===== src/rtl/datapath_pkg.sv =====
// Shared types and constants for the self-sequencing datapath.
// Operation, shift, write-back source and FSM state encodings live here.
package datapath_pkg;

    typedef enum logic [1:0] {
        ALU_ADD = 2'd0,
        ALU_SUB = 2'd1,
        ALU_AND = 2'd2,
        ALU_MVN = 2'd3
    } alu_op_e;

    typedef enum logic [1:0] {
        SH_NONE = 2'd0,
        SH_LSL1 = 2'd1,
        SH_LSR1 = 2'd2,
        SH_ASR1 = 2'd3
    } shift_e;

    typedef enum logic [1:0] {
        WS_C     = 2'd0,
        WS_PC    = 2'd1,
        WS_IMM8  = 2'd2,
        WS_MDATA = 2'd3
    } wsrc_e;

    typedef enum logic [2:0] {
        ST_IDLE = 3'd0,
        ST_RD_A = 3'd1,
        ST_RD_B = 3'd2,
        ST_EXEC = 3'd3,
        ST_WB   = 3'd4
    } state_e;

    // Bit positions inside the {N,V,Z} flags vector.
    localparam int unsigned FLAG_N = 2;
    localparam int unsigned FLAG_V = 1;
    localparam int unsigned FLAG_Z = 0;

endpackage


===== src/rtl/datapath_seq_regfile.sv =====
// Parametrised register file: one synchronous write port, one combinational
// read port, all entries cleared by asynchronous reset.
module regfile_p #(
    parameter int unsigned WIDTH = 16,
    parameter int unsigned NREGS = 8
) (
    input  logic                     i_clk,
    input  logic                     i_reset,
    input  logic                     i_we,
    input  logic [$clog2(NREGS)-1:0] i_waddr,
    input  logic [WIDTH-1:0]         i_wdata,
    input  logic [$clog2(NREGS)-1:0] i_raddr,
    output logic [WIDTH-1:0]         o_rdata
);

    logic [WIDTH-1:0] r_mem [NREGS];

    always_ff @(posedge i_clk or posedge i_reset) begin
        if (i_reset) begin
            for (int unsigned i = 0; i < NREGS; i++) begin
                r_mem[i] <= '0;
            end
        end else if (i_we) begin
            r_mem[i_waddr] <= i_wdata;
        end
    end

    assign o_rdata = r_mem[i_raddr];

endmodule


===== src/rtl/datapath_seq.sv =====
// Execution core: register file, A/B/C registers, shifter, ALU and flags,
// sequenced by an internal FSM from a single start pulse per operation.
module datapath_seq
    import datapath_pkg::*;
#(
    parameter int unsigned WIDTH = 16,
    parameter int unsigned NREGS = 8,
    parameter int unsigned PC_W  = 8
) (
    input  logic                     clk,
    input  logic                     reset,
    input  logic                     start,
    output logic                     ready,
    output logic                     done,
    input  logic [1:0]               op,
    input  logic [$clog2(NREGS)-1:0] rn,
    input  logic [$clog2(NREGS)-1:0] rm,
    input  logic [$clog2(NREGS)-1:0] rd,
    input  logic [1:0]               shift,
    input  logic                     asel_zero,
    input  logic                     bsel_imm,
    input  logic [1:0]               wsrc,
    input  logic                     wb_en,
    input  logic                     flags_en,
    input  logic [WIDTH-1:0]         sximm5,
    input  logic [WIDTH-1:0]         sximm8,
    input  logic [WIDTH-1:0]         mdata,
    input  logic [PC_W-1:0]          pc,
    output logic [WIDTH-1:0]         result,
    output logic [2:0]               flags
);

    localparam int unsigned AW = $clog2(NREGS);

    state_e r_state;
    state_e w_next;

    // Latched operation descriptor
    alu_op_e          r_op;
    shift_e           r_shift;
    wsrc_e            r_wsrc;
    logic [AW-1:0]    r_rn;
    logic [AW-1:0]    r_rm;
    logic [AW-1:0]    r_rd;
    logic             r_asel_zero;
    logic             r_bsel_imm;
    logic             r_wb_en;
    logic             r_flags_en;
    logic [WIDTH-1:0] r_imm5;
    logic [WIDTH-1:0] r_imm8;
    logic [WIDTH-1:0] r_mdata;
    logic [PC_W-1:0]  r_pc;

    logic [WIDTH-1:0] r_a;
    logic [WIDTH-1:0] r_b;
    logic [WIDTH-1:0] r_c;
    logic [2:0]       r_flags;

    logic             w_accept;
    logic             w_wr_en;
    logic [AW-1:0]    w_rd_addr;
    logic [WIDTH-1:0] w_rdata;
    logic [WIDTH-1:0] w_bsh;
    logic [WIDTH-1:0] w_ain;
    logic [WIDTH-1:0] w_bin;
    logic [WIDTH-1:0] w_alu;
    logic             w_ovf;
    logic [WIDTH-1:0] w_wdata;

    assign w_accept = start && (r_state == ST_IDLE);

    // ---------------- FSM: state register ----------------
    always_ff @(posedge clk or posedge reset) begin
        if (reset) begin
            r_state <= ST_IDLE;
        end else begin
            r_state <= w_next;
        end
    end

    // ---------------- FSM: next state ----------------
    always_comb begin
        w_next = r_state;
        case (r_state)
            ST_IDLE: begin
                if (start) begin
                    w_next = (wsrc_e'(wsrc) == WS_C) ? ST_RD_A : ST_WB;
                end
            end
            ST_RD_A: w_next = ST_RD_B;
            ST_RD_B: w_next = ST_EXEC;
            ST_EXEC: w_next = ST_WB;
            ST_WB:   w_next = ST_IDLE;
            default: w_next = ST_IDLE;
        endcase
    end

    // ---------------- FSM: outputs ----------------
    always_comb begin
        ready     = (r_state == ST_IDLE);
        done      = (r_state == ST_WB);
        w_wr_en   = (r_state == ST_WB) && r_wb_en;
        w_rd_addr = (r_state == ST_RD_B) ? r_rm : r_rn;
    end

    // ---------------- Descriptor latch ----------------
    always_ff @(posedge clk or posedge reset) begin
        if (reset) begin
            r_op        <= ALU_ADD;
            r_shift     <= SH_NONE;
            r_wsrc      <= WS_C;
            r_rn        <= '0;
            r_rm        <= '0;
            r_rd        <= '0;
            r_asel_zero <= 1'b0;
            r_bsel_imm  <= 1'b0;
            r_wb_en     <= 1'b0;
            r_flags_en  <= 1'b0;
            r_imm5      <= '0;
            r_imm8      <= '0;
            r_mdata     <= '0;
            r_pc        <= '0;
        end else if (w_accept) begin
            r_op        <= alu_op_e'(op);
            r_shift     <= shift_e'(shift);
            r_wsrc      <= wsrc_e'(wsrc);
            r_rn        <= rn;
            r_rm        <= rm;
            r_rd        <= rd;
            r_asel_zero <= asel_zero;
            r_bsel_imm  <= bsel_imm;
            r_wb_en     <= wb_en;
            r_flags_en  <= flags_en;
            r_imm5      <= sximm5;
            r_imm8      <= sximm8;
            r_mdata     <= mdata;
            r_pc        <= pc;
        end
    end

    // ---------------- Register file ----------------
    regfile_p #(
        .WIDTH (WIDTH),
        .NREGS (NREGS)
    ) u_regfile (
        .i_clk   (clk),
        .i_reset (reset),
        .i_we    (w_wr_en),
        .i_waddr (r_rd),
        .i_wdata (w_wdata),
        .i_raddr (w_rd_addr),
        .o_rdata (w_rdata)
    );

    // ---------------- Shifter and operand select ----------------
    always_comb begin
        w_bsh = r_b;
        case (r_shift)
            SH_NONE: w_bsh = r_b;
            SH_LSL1: w_bsh = {r_b[WIDTH-2:0], 1'b0};
            SH_LSR1: w_bsh = {1'b0, r_b[WIDTH-1:1]};
            SH_ASR1: w_bsh = {r_b[WIDTH-1], r_b[WIDTH-1:1]};
            default: w_bsh = r_b;
        endcase
    end

    assign w_ain = r_asel_zero ? '0 : r_a;
    assign w_bin = r_bsel_imm ? r_imm5 : w_bsh;

    // ---------------- ALU ----------------
    always_comb begin
        w_alu = '0;
        w_ovf = 1'b0;
        case (r_op)
            ALU_ADD: begin
                w_alu = w_ain + w_bin;
                w_ovf = (w_ain[WIDTH-1] == w_bin[WIDTH-1]) &&
                        (w_alu[WIDTH-1] != w_ain[WIDTH-1]);
            end
            ALU_SUB: begin
                w_alu = w_ain - w_bin;
                w_ovf = (w_ain[WIDTH-1] != w_bin[WIDTH-1]) &&
                        (w_alu[WIDTH-1] != w_ain[WIDTH-1]);
            end
            ALU_AND: w_alu = w_ain & w_bin;
            ALU_MVN: w_alu = ~w_bin;
            default: w_alu = '0;
        endcase
    end

    // ---------------- Write-back source ----------------
    always_comb begin
        w_wdata = r_c;
        case (r_wsrc)
            WS_C:     w_wdata = r_c;
            WS_PC:    w_wdata = WIDTH'(r_pc);
            WS_IMM8:  w_wdata = r_imm8;
            WS_MDATA: w_wdata = r_mdata;
            default:  w_wdata = r_c;
        endcase
    end

    // ---------------- A, B, C and flags ----------------
    always_ff @(posedge clk or posedge reset) begin
        if (reset) begin
            r_a     <= '0;
            r_b     <= '0;
            r_c     <= '0;
            r_flags <= '0;
        end else begin
            if (r_state == ST_RD_A) begin
                r_a <= w_rdata;
            end
            if (r_state == ST_RD_B) begin
                r_b <= w_rdata;
            end
            if (r_state == ST_EXEC) begin
                r_c <= w_alu;
                if (r_flags_en) begin
                    r_flags[FLAG_N] <= w_alu[WIDTH-1];
                    r_flags[FLAG_V] <= w_ovf;
                    r_flags[FLAG_Z] <= (w_alu == '0);
                end
            end
        end
    end

    assign result = r_c;
    assign flags  = r_flags;

endmodule


===== config.mk =====
export PLATFORM = sky130hd
export DESIGN_NAME = datapath_seq
export DESIGN_NICKNAME = d
export VERILOG_FILES = /design/src/rtl/datapath_pkg.sv /design/src/rtl/datapath_seq_regfile.sv /design/src/rtl/datapath_seq.sv
export SDC_FILE = /design/constraint.sdc
export NUM_CORES = 1
export LEC_CHECK = 0
export CORE_ASPECT_RATIO = 1.75
export CORE_MARGIN = 2
export CORE_UTILIZATION = 40
export CTS_BUF_LIST = sky130_fd_sc_hd__clkbuf_16
export CTS_CLUSTER_SIZE = 8
export DETAILED_ROUTE_END_ITERATION = 16
export PLACE_DENSITY = 0.68
export SLEW_MARGIN = 25
export SYNTH_ARGS = -nofsm -noshare
export SYNTH_HDL_FRONTEND = slang
export SYNTH_HIERARCHICAL = 1
export SYNTH_SLANG_ARGS = --single-unit

===== constraint.sdc =====
create_clock -name clk -period 5.35 [get_ports clk]
set_clock_uncertainty 0.05 [all_clocks]
set_input_delay 0.535 -clock clk [delete_from_list [all_inputs] [get_ports clk]]
set_output_delay 0.535 -clock clk [all_outputs]
set_load 0.02 [all_outputs]

# Word level (Yosys, flattened, before mapping)
# Cells that the tools add are included.
# totals
reg_bits,257
out_inout_bits,21
elab_cells,82
# op_classes
n_addsub,2
order_cmp,3
n_eq_ne,18
muxes,16
bitwise_logic,4
reduce_logical,12
# op_table
operator,count
one-hot mux 16 bit (4 select lines),3
bitwise mux 128 bit,1
2-to-1 mux 16 bit,5
binary-select mux 16 bit (select 3 bit),1
demux 16 bit (select 3 bit),1
adder 16 bit,1
bitwise AND 16 bit,1
logical NOT 16 bit,1
inverter 16 bit,1
subtractor 16 bit,1
equality test 2 bit (second input constant),6
one-hot mux 3 bit (4 select lines),1
2-to-1 mux 3 bit,3
greater-or-equal comparator 4 bit (second input constant),2
logical NOT 2 bit,4
inverter 3 -> 4 bit,2
equality test 2 x 1 -> 1 bit (second input constant),3
equality test 3 x 2 -> 1 bit (second input constant),2
logical AND 1 bit,5
< comparator 4 x 1 -> 1 bit (second input constant),1
equality test 3 x 1 -> 1 bit (second input constant),1
equality test 3 bit (second input constant),1
logical NOT 3 bit,1
!= test 1 bit,3
4 further kinds,4

# Longest topological paths before layout
# Gate-level depths: netlist of run 1.
# logic_depth
word_depth,7
ltp_mapped,19
ltp_nobuf,16

# Modules after synthesis
# The synthesis of run 1 kept the hierarchy.
# by_module_without_submodules
mod,instances,cells_each,area_each_um2
datapath_seq,1,769,7992.7
regfile_p,1,338,6020.8

# Least setup slack after synthesis of run 1
# Ideal clock, no wire load.
# synth_timing
path_kind,register to register
start,register r_shift[0]
end,"register r_flags[0], in the netlist flags[0]"
setup_ns,0.066
arrival_time_ns,3.726
required_ns,5.234
setup_slack_ns,1.508
path_stages_with_launch,20
path_buffers,3
synth_period_minus_slack_ns,3.842
cell_sequence,dfrtp_1 -> buf_2 -> buf_2 -> mux2i_1 -> nor2_1 -> a21oi_1 -> nor2_1 -> a21oi_1 -> inv_1 -> ha_1 -> buf_6 -> or4_4 -> a2111oi_4 -> o21ai_2 -> a2111oi_0 -> a31oi_1 -> a31o_1 -> nor4_2 -> nand4_1 -> nand2_1
# synth_via
elab_chain_len,6
elab_cells_between_ends,12
cone_classes,add/sub: 2; eq/ne: 3; mux: 3; bitwise: 2; reduce/logical: 2
# synth_rtl
element,line_no,text
start: declaration,datapath_seq.sv:40,shift_e r_shift;
start signal: assignment,datapath_seq.sv:125,r_shift <= shift_e'(shift);
"equality test 2 bit, or another cell as far along",datapath_seq.sv:158,case (r_shift)
one-hot mux 16 bit (4 select lines) *,datapath_seq.sv:158,
2-to-1 mux 16 bit *,datapath_seq.sv:168,assign w_bin = r_bsel_imm ? r_imm5 : w_bsh;
"subtractor 16 bit, or another cell as far along",datapath_seq.sv:181,w_alu = w_ain - w_bin;
one-hot mux 16 bit (4 select lines) *,datapath_seq.sv:174,case (r_op)
logical NOT 16 bit *,datapath_seq.sv:222,r_flags[FLAG_Z] <= (w_alu == '0);
end signal: indexed assignment,datapath_seq.sv:220,r_flags[FLAG_N] <= w_alu[WIDTH-1];
end signal: indexed assignment,datapath_seq.sv:221,r_flags[FLAG_V] <= w_ovf;
end signal: indexed assignment,datapath_seq.sv:222,
end: declaration,datapath_seq.sv:57,logic [2:0] r_flags;
# Every way passes the cells marked *; elsewhere a longest branch is shown, timed or not.
# A chain may end at the register's enable or synchronous reset.

# Worst setup path in the final report of run 1
# Same ends and word-level chain as after synthesis.

==> impl_metrics.yaml, run 1 <==
setup_path:
  crit_fanout: 15
  worstPathArrival_ns: 4.95
  worst-path-buf-inv: 2
  crit_type: "reg -> reg"
  startpoint_type: "flip-flop"
  crit_path_end_kind: "flip-flop"
  cpPeakStageDelay_ns: 0.87
  critical_path.top_delay_family: "compound AO/OA/AOI/OAI gates"
  crit_required_ns: 5.71
  crit_start: "r_shift[0]"
  crit_chain: "buf_4, mux2i_1, nor2_1, a21oi_1, nor2_1, a21oi_1, inv_1, ha_1, a2111oi_0, a211oi_1, o31a_1, nor4_1, a31o_1, nor4_2, nand4_1, nand2_1"
  r2r_start: "r_shift[0]"
  cp_slowest_cell: "a2111oi_0"
pwr:
  p_leak_nw: 7.48
  p_per_area_nw_per_um2: 638
  peakVddDrop_mv: 0.293
clock_tree:
  clk_latency_ns: 0.52
  cts_tree: "built"
  clk_pin_slew_ns: 0.05
  cts_root_buf: "clkbuf_16"
  cts_post_setup_buffers_inserted: 0
  cts.repair.resized: 0
  htreeDepth: 2
  clock_path_buffers: 3
  clkSinkCount: 257
  numCtsBuffers: 38
  cts-hold-fix-buffers: 0
cells_and_area:
  drive_gt1_share_pct: 30.8
  final_common_cell: "dfrtp_1"
  design_area_sq_um: 16400
  final_cell_mix: "dfrtp_1, mux2_2, clkdlybuf4s50_1"
  area_growth_pct: 17.0
  diodes: 0
  nNetsFinal: 1308
detailed_routing:
  viasPerCell: 5.69
  met1Wirelength_mm: 14.1
  drtPass1Iterations: 5
  dr_wl_met3_mm: 1.16
  wl_per_cell_um: 22.3
  dr.max_layer_used: "met4"
  drtIter0Drc: 535
  antenna_left: 0
  wl_met2_mm: 20.0
  route.detailed.drc: 0
  vias: 9444
  routed_wl_mm: 36.9
logic_synthesis:
  synth_top_area_cell: "dfrtp_1"
  synth_async_sr_flop_share_pct: 100
  ys.flop_type: "dfrtp_1"
  synth_area_per_cell_sq_um: 12.7
  syn-cell-area_sq_um: 14000
  synth-seq-cells: 257
  yosysUniqueCellTypes: 85
  synth.area.top_cells: "dfrtp_1, mux2_2, mux4_1"
  yosysWarnings: 6
  yosysTopAreaCellShare_pct: 45.9
  syn_inst: 1107
  synth_nets: 1219
  yosysSeqAreaShare_pct: 45.9
  synth_enable_flop_cells: 0
global_route:
  grt_pass1_vias: 9998
  grt_overflow: 0
  antenna_found_initial: 0
  grt_pass1_wl_mm: 57.3
  grt_max_degree: 86
  grt_usage_pct: 20.2
sta:
  max_slew_margin_pct: 29.7
  rsz0062_at_grt: "false"
  setup_viol: 0
  worst_slew_pin_slew_ns: 1.05
  timing.fmax_ghz: 0.218
  post-route-period-util_pct: 85.8
  drv_slew: 0
  timing.setup.tns_ns: 0
  layout_min_cycle_time_ns: 4.59
  hold_viol: 0
  hold-worst-slack_ns: 0.442
hold_path:
  min_path_type: "reg -> reg"
  worstHoldStart: "u_regfile/r_mem[19]"
floorplan:
  die_y_um: 252
  die_area_sq_um: 36600
  fp.dieW_um: 145
  core_sq_um: 34500
  num_rows: 90
  start_util_pct: 40.7
  pin_count: 99
placed_design:
  placed_area_sq_um: 15400
  io_buffers: 98
  gp_congestion: 0.899
  hpwl_mm: 26.0
run_status:
  status: "completed"
run:
  drv_cap: 0
worst reg2reg max path, cell delays in order (launching register included):
cell       delay [ns]
dfrtp_1          0.77
buf_4            0.28
mux2i_1          0.19
nor2_1           0.05
a21oi_1          0.12
nor2_1           0.06
a21oi_1          0.22
inv_1            0.07
ha_1             0.37
a2111oi_0        0.87
a211oi_1         0.30
o31a_1           0.36
nor4_1           0.42
a31o_1           0.17
nor4_2           0.04
nand4_1          0.10
nand2_1          0.05
final timing paths:
check                                            to  slack, ns  depth (start not counted)
worst min register to register  u_regfile/r_mem[19]       0.44                          1
worst min-delay path            u_regfile/r_mem[19]       0.44                          1
worst max register to register             flags[0]       0.76                         16
min in group asynchronous       u_regfile/r_mem[91]       0.47                          2
worst max-delay path                       flags[0]       0.76                         16
max in group asynchronous       u_regfile/r_mem[96]       3.51                          3
power by group:
part | switching [W] | internal (W) | leakage (nW)
combinational | 0.00271 | 0.00236 | 3.64
clock | 0.000821 | 0.00125 | 0.494
sequential | 0.000637 | 0.00268 | 3.34
synthesized netlist by cell type, drive strengths merged, types with 5 or more instances:
library cell / n
buf: 34
nor2b: 23
a211oi: 12
clkbuf: 36
nor4: 6
nand2b: 5
dfrtp: 257
o21ai: 44
inv: 40
nand2: 70
or3: 6
o31ai: 6
nor2: 37
a21oi: 25
mux2: 258
mux4: 41
nand3: 5
nor3: 12
xnor2: 7
ha: 32
mux2i: 31
and3: 5
a221oi: 10
a31oi: 8
nand4: 6
state kept, by name, summed over array words and instances, names as in the netlist, 8 cells and up:
| name | flops |
|---|---|
| u_regfile/r_mem | 128 |
| r_a | 16 |
| r_b | 16 |
| r_imm5 | 16 |
| r_imm8 | 16 |
| r_mdata | 16 |
| result | 16 |
| r_pc | 8 |
kinds of logic (layout without fill, tap and decap cells):
family,Yosys count,in the layout,synth area share (%)
compound gates,160,160,8.06
xor+xnor,11,11,0.687
fa+ha+maj,34,34,3.14
buf+inv,112,204,3.98
flops,257,257,45.9
mux,330,330,30.6
simple gates,203,203,7.68
final cells by class:
type	count	area, sq um
Fill cell	3100	18100
Tap cell	460	576
Clock inverter	5	46.3
Sequential cell	257	6430
Timing Repair Buffer	119	1140
Inverter	42	165
Multi-Input combinational cell	738	7090
Clock buffer	38	951
stage by stage:
step | total power [W] | utilization (%) | cells | setup slack, ns
after floorplan | 0.00692 | - | 1107 | 1.32
after global placement | 0.00827 | 44.7 | 1616 | 0.857
after detailed placement | 0.00834 | 44.7 | 1616 | 0.864
after CTS | 0.0105 | 47.6 | 1659 | 0.824
after global routing | 0.0111 | 47.6 | 1659 | 0.361
final | 0.0105 | 47.6 | 1659 | 0.758
layer usage:
layer / track usage [%] / vias up
li1: - / 4256
met1: 22.2 / 4851
met2: 38.1 / 253
met3: 2.57 / 84
met4: 9.66 / 0
met5: 0 / -
Note: power is estimated with default switching activity, not from simulation.
==> run 2: changes to the inputs <==
--- a/config.mk
+++ b/config.mk
@@ -9,6 +9,7 @@
 export CORE_MARGIN = 2
 export CORE_UTILIZATION = 40
 export CTS_BUF_LIST = sky130_fd_sc_hd__clkbuf_16
+export CTS_CLUSTER_DIAMETER = 200
 export CTS_CLUSTER_SIZE = 8
 export DETAILED_ROUTE_END_ITERATION = 16
 export PLACE_DENSITY = 0.68
==> impl_metrics.yaml, run 2 (synthesis gave the netlist of run 1 again) <==
sta:
  fin_ws_ns: 0.716
  timing.setup.tns_ns: 0
  layout_min_cycle_time_ns: 4.63
  hold_viol: 0
  post-route-period-util_pct: 86.6
  worst_slew_pin_slew_ns: 1.06
  drv_slew: 0
  setup_viol: 0
  rsz0062_at_grt: "false"
  max_slew_margin_pct: 29.2
  timing.fmax_ghz: 0.216
setup_path:
  cp_slowest_cell: "a2111oi_0"
  cpPeakStageDelay_ns: 0.86
  rr_worst_depth: 16
  crit_path_end_kind: "flip-flop"
  worst-path-buf-inv: 2
  crit_cells: 16
  critical_path.top_delay_family: "compound AO/OA/AOI/OAI gates"
  r2r_start: "r_shift[0]"
  startpoint_type: "flip-flop"
  rrSetupSlack_ns: 0.72
  reg2reg_to: "flags[0]"
  crit_type: "reg -> reg"
  crit_chain: "buf_4, mux2i_1, nor2_1, a21oi_1, nor2_1, a21oi_1, inv_1, ha_1, a2111oi_0, a211oi_1, o31a_1, nor4_1, a31o_1, nor4_2, nand4_1, nand2_1"
  worstPathArrival_ns: 4.99
  crit_fanout: 15
  crit_required_ns: 5.71
detailed_routing:
  wl_per_cell_um: 22.2
  routed_wl_mm: 36.8
  viasPerCell: 5.70
  drtIter0Drc: 579
  antenna_left: 0
  vias: 9457
  route.detailed.drc: 0
  drtPass1Iterations: 5
cells_and_area:
  final_common_cell: "dfrtp_1"
  largest_reg_flops: 128
  area_growth_pct: 17.0
  nNetsFinal: 1308
  largest-register: "u_regfile/r_mem"
  finalNonFillerCells: 1658
  diodes: 0
  drive_gt1_share_pct: 30.7
  final_cell_mix: "dfrtp_1, mux2_2, clkdlybuf4s50_1"
run_status:
  status: "completed"
global_route:
  grt_pass1_wl_mm: 56.9
  grt_max_degree: 86
  grt_overflow: 0
  grt_pass1_vias: 9985
  grt_usage_pct: 20.0
  antenna_found_initial: 0
clock_tree:
  cts_post_setup_buffers_inserted: 0
  cts_root_buf: "clkbuf_16"
  cts-hold-fix-buffers: 0
  clock_path_buffers: 3
  cts.repair.resized: 0
  numCtsBuffers: 38
  clk_latency_ns: 0.52
  clkSinkCount: 257
  cts_tree: "built"
  htreeDepth: 2
  clk_pin_slew_ns: 0.06
floorplan:
  core_sq_um: 34500
  fp.dieW_um: 145
  start_util_pct: 40.7
  pin_count: 99
  die_area_sq_um: 36600
  num_rows: 90
  die_y_um: 252
placed_design:
  gp_congestion: 0.899
  io_buffers: 98
  hpwl_mm: 26.0
  post-place-cells: 1616
  dp_slack_ns: 0.864
pwr:
  p_leak_nw: 7.48
  peakVddDrop_mv: 0.287
  p_per_area_nw_per_um2: 638
hold_path:
  min_to: "u_regfile/r_mem[19]"
  hold_depth: 1
  worstHoldStart: "u_regfile/r_mem[19]"
  min_path_type: "reg -> reg"
run:
  drv_cap: 0
==> run 2: stage by stage <==
step | utilization [%] | area (sq um) | hold WS (ns) | power [W]
final | 47.6 | 16400 | 0.443 | 0.0105
after detailed placement | 44.7 | 15400 | 0.435 | 0.00834
after floorplan | - | 14000 | 0.420 | 0.00692
after CTS | 47.6 | 16400 | 0.446 | 0.0105
after global placement | 44.7 | 15400 | 0.429 | 0.00827
after global routing | 47.6 | 16400 | 0.447 | 0.0111
==> run 2: worst max-delay path by stage <==
stage,startpoint,slack (ns),endpoint
global route,r_shift[0],0.36,result[14]
CTS,r_shift[0],0.82,flags[0]
finish,r_shift[0],0.72,flags[0]
floorplan,reset,1.32,flags[0]
detailed placement,r_shift[0],0.86,flags[0]
global placement,r_shift[0],0.86,flags[0]
==> run 2: routing by layer <==
layer  vias to the layer above  GRT usage, %  wire (um)
met2                       244          37.8      20000
met5                         -             0          0
li1                       4259             -          -
met3                        90          2.01       1000
met4                         0          10.3       1780
met1                      4864          22.0      14000
==> run 2: layout make-up <==
| cell class | count | area (sq um) |
|---|---|---|
| Fill cell | 3087 | 18100 |
| Multi-Input combinational cell | 738 | 7090 |
| Sequential cell | 257 | 6430 |
| Timing Repair Buffer | 119 | 1140 |
| Clock buffer | 39 | 976 |
| Tap cell | 460 | 576 |
| Inverter | 42 | 165 |
| Clock inverter | 3 | 21.3 |
==> run 2: where the power goes <==
group | switching [W] | internal [W]
registers | 0.000634 | 0.00268
logic | 0.00272 | 0.00236
clock network | 0.000808 | 0.00128
==> run 3: changes to the inputs <==
--- a/config.mk
+++ b/config.mk
@@ -12,6 +12,7 @@
 export CTS_CLUSTER_DIAMETER = 200
 export CTS_CLUSTER_SIZE = 8
 export DETAILED_ROUTE_END_ITERATION = 16
+export GPL_TIMING_DRIVEN = 0
 export PLACE_DENSITY = 0.68
 export SLEW_MARGIN = 25
 export SYNTH_ARGS = -nofsm -noshare
==> impl_metrics.yaml, run 3 (synthesis gave the netlist of run 1 again) <==
sta:
  layout_min_cycle_time_ns: 5.07
  post-route-period-util_pct: 94.7
  setup_viol: 0
  hold_viol: 0
  max_slew_margin_pct: 37.6
  rsz0062_at_grt: "false"
  drv_slew: 0
  worst_slew_pin_slew_ns: 0.912
  fin_ws_ns: 0.284
  timing.fmax_ghz: 0.197
hold_path:
  worstHoldStart: "flags[0]"
  min_path_type: "reg -> reg"
  hold_depth: 2
global_route:
  antenna_found_initial: 0
  grt_overflow: 0
  grt_usage_pct: 21.3
  grt_pass1_wl_mm: 59.4
  grt_max_degree: 106
  grt_pass1_vias: 10440
setup_path:
  crit_path_end_kind: "flip-flop"
  startpoint_type: "flip-flop"
  crit_type: "reg -> reg"
  crit_fanout: 10
  r2r_start: "r_bsel_imm"
  crit_required_ns: 5.75
  crit_start: "r_bsel_imm"
  worstPathArrival_ns: 5.47
  rr_worst_depth: 14
detailed_routing:
  drtIter0Drc: 450
  drtPass1Iterations: 5
  routed_wl_mm: 39.0
  vias: 9669
  route.detailed.drc: 0
  antenna_left: 0
  viasPerCell: 5.65
  wl_per_cell_um: 22.8
cells_and_area:
  largest-register: "u_regfile/r_mem"
  area_growth_pct: 18.8
  drive_gt1_share_pct: 30.0
  nNetsFinal: 1359
  diodes: 0
  num-fill-cells: 3062
  largest_reg_flops: 128
  final_common_cell: "dfrtp_1"
  final_cell_mix: "dfrtp_1, mux2_2, clkdlybuf4s50_1"
placed_design:
  hpwl_mm: 29.6
  gp_congestion: 0.910
  dp_slack_ns: 0.0543
  io_buffers: 98
floorplan:
  start_util_pct: 40.7
  num_rows: 90
  die_area_sq_um: 36600
  core_sq_um: 34500
  pin_count: 99
  die_y_um: 252
  fp.dieW_um: 145
clock_tree:
  clock_path_buffers: 3
  cts_root_buf: "clkbuf_16"
  htreeDepth: 2
  clkSinkCount: 257
  clk_latency_ns: 0.52
  cts_tree: "built"
  clk_pin_slew_ns: 0.05
  numCtsBuffers: 38
run_status:
  status: "completed"
pwr:
  fin_total_pwr_w: 0.0107
  p_per_area_nw_per_um2: 642
  peakVddDrop_mv: 0.229
  p_leak_nw: 7.59
run:
  drv_cap: 0
run 3: changes by cell type in the layout (fill, tap and decap cells not counted), sizes merged:
cell    delta
inv        +1
clkinv     +1
clkbuf    +36
buf       +14
run 3: report_power, final:
| group | switching (W) | total (W) | internal (W) |
|---|---|---|---|
| combinational | 0.00301 | 0.00547 | 0.00246 |
| clock | 0.000820 | 0.00207 | 0.00125 |
| sequential | 0.000468 | 0.00315 | 0.00268 |
run 3: area by class of cell:
| class | count | area [sq um] | share of cell area (%) |
|---|---|---|---|
| multi-input combinational | 738 | 7030 | 42.2 |
| sequential | 257 | 6430 | 38.6 |
| timing repair buffer | 100 | 1040 | 6.22 |
| clock buffer | 38 | 951 | 5.71 |
| tap | 460 | 576 | 3.46 |
| buffer | 70 | 402 | 2.41 |
| inverter | 42 | 173 | 1.04 |
| clock inverter | 5 | 46.3 | 0.278 |
run 3: path summary, 6_finish.rpt:
path,end,slack (ns)
setup / recovery,flags[0],0.28
hold / removal,flags[0],0.44
setup reg to reg,flags[0],0.28
hold reg to reg,flags[0],0.44
max in group asynchronous,r_pc[4],3.96
min in group asynchronous,u_regfile/r_mem[45],0.45
run 3: metrics by stage:
| step | TNS [ns] | util (%) | cell area [sq um] | instances | hold WS, ns |
|---|---|---|---|---|---|
| 2_1_floorplan | 0 | - | 14000 | 1107 | 0.420 |
| 3_3_place_gp | -120.25 | 45.2 | 15600 | 1665 | 0.427 |
| 3_5_place_dp | 0 | 45.4 | 15600 | 1667 | 0.437 |
| 4_1_cts | 0 | 48.3 | 16600 | 1710 | 0.444 |
| 5_1_grt | 0 | 48.3 | 16600 | 1710 | 0.453 |
| 6_report | 0 | 48.3 | 16600 | 1710 | 0.440 |
run 3: repair_timing:
action | in CTS | in global routing
hold buffers | 0 | 0
buffers inserted | 0 | 0
endpoints found under the setup margin | 0 | 1
resized for setup | 0 | 1
run 3: worst max-delay path, cell delays in order (launching register included):
cell	delay [ns]
dfrtp_1	0.32
clkbuf_1	0.47
clkbuf_2	0.38
o21ai_0	0.26
ha_1	0.34
fa_1	0.46
or2_2	0.31
a221oi_1	0.54
o2111ai_1	0.32
a2111oi_0	0.49
nor4_1	0.16
a31o_1	0.25
nor4_2	0.35
nand4_1	0.19
nand2_1	0.10
run 3: per-layer routing:
metal / routed length (um) / share of wire (%) / track usage, %
met1: 13900 / 36 / 21.7
met2: 21400 / 55 / 41.0
met3: 1060 / 2.7 / 2.10
met4: 2620 / 6.7 / 13.5
met5: 0 / 0 / 0
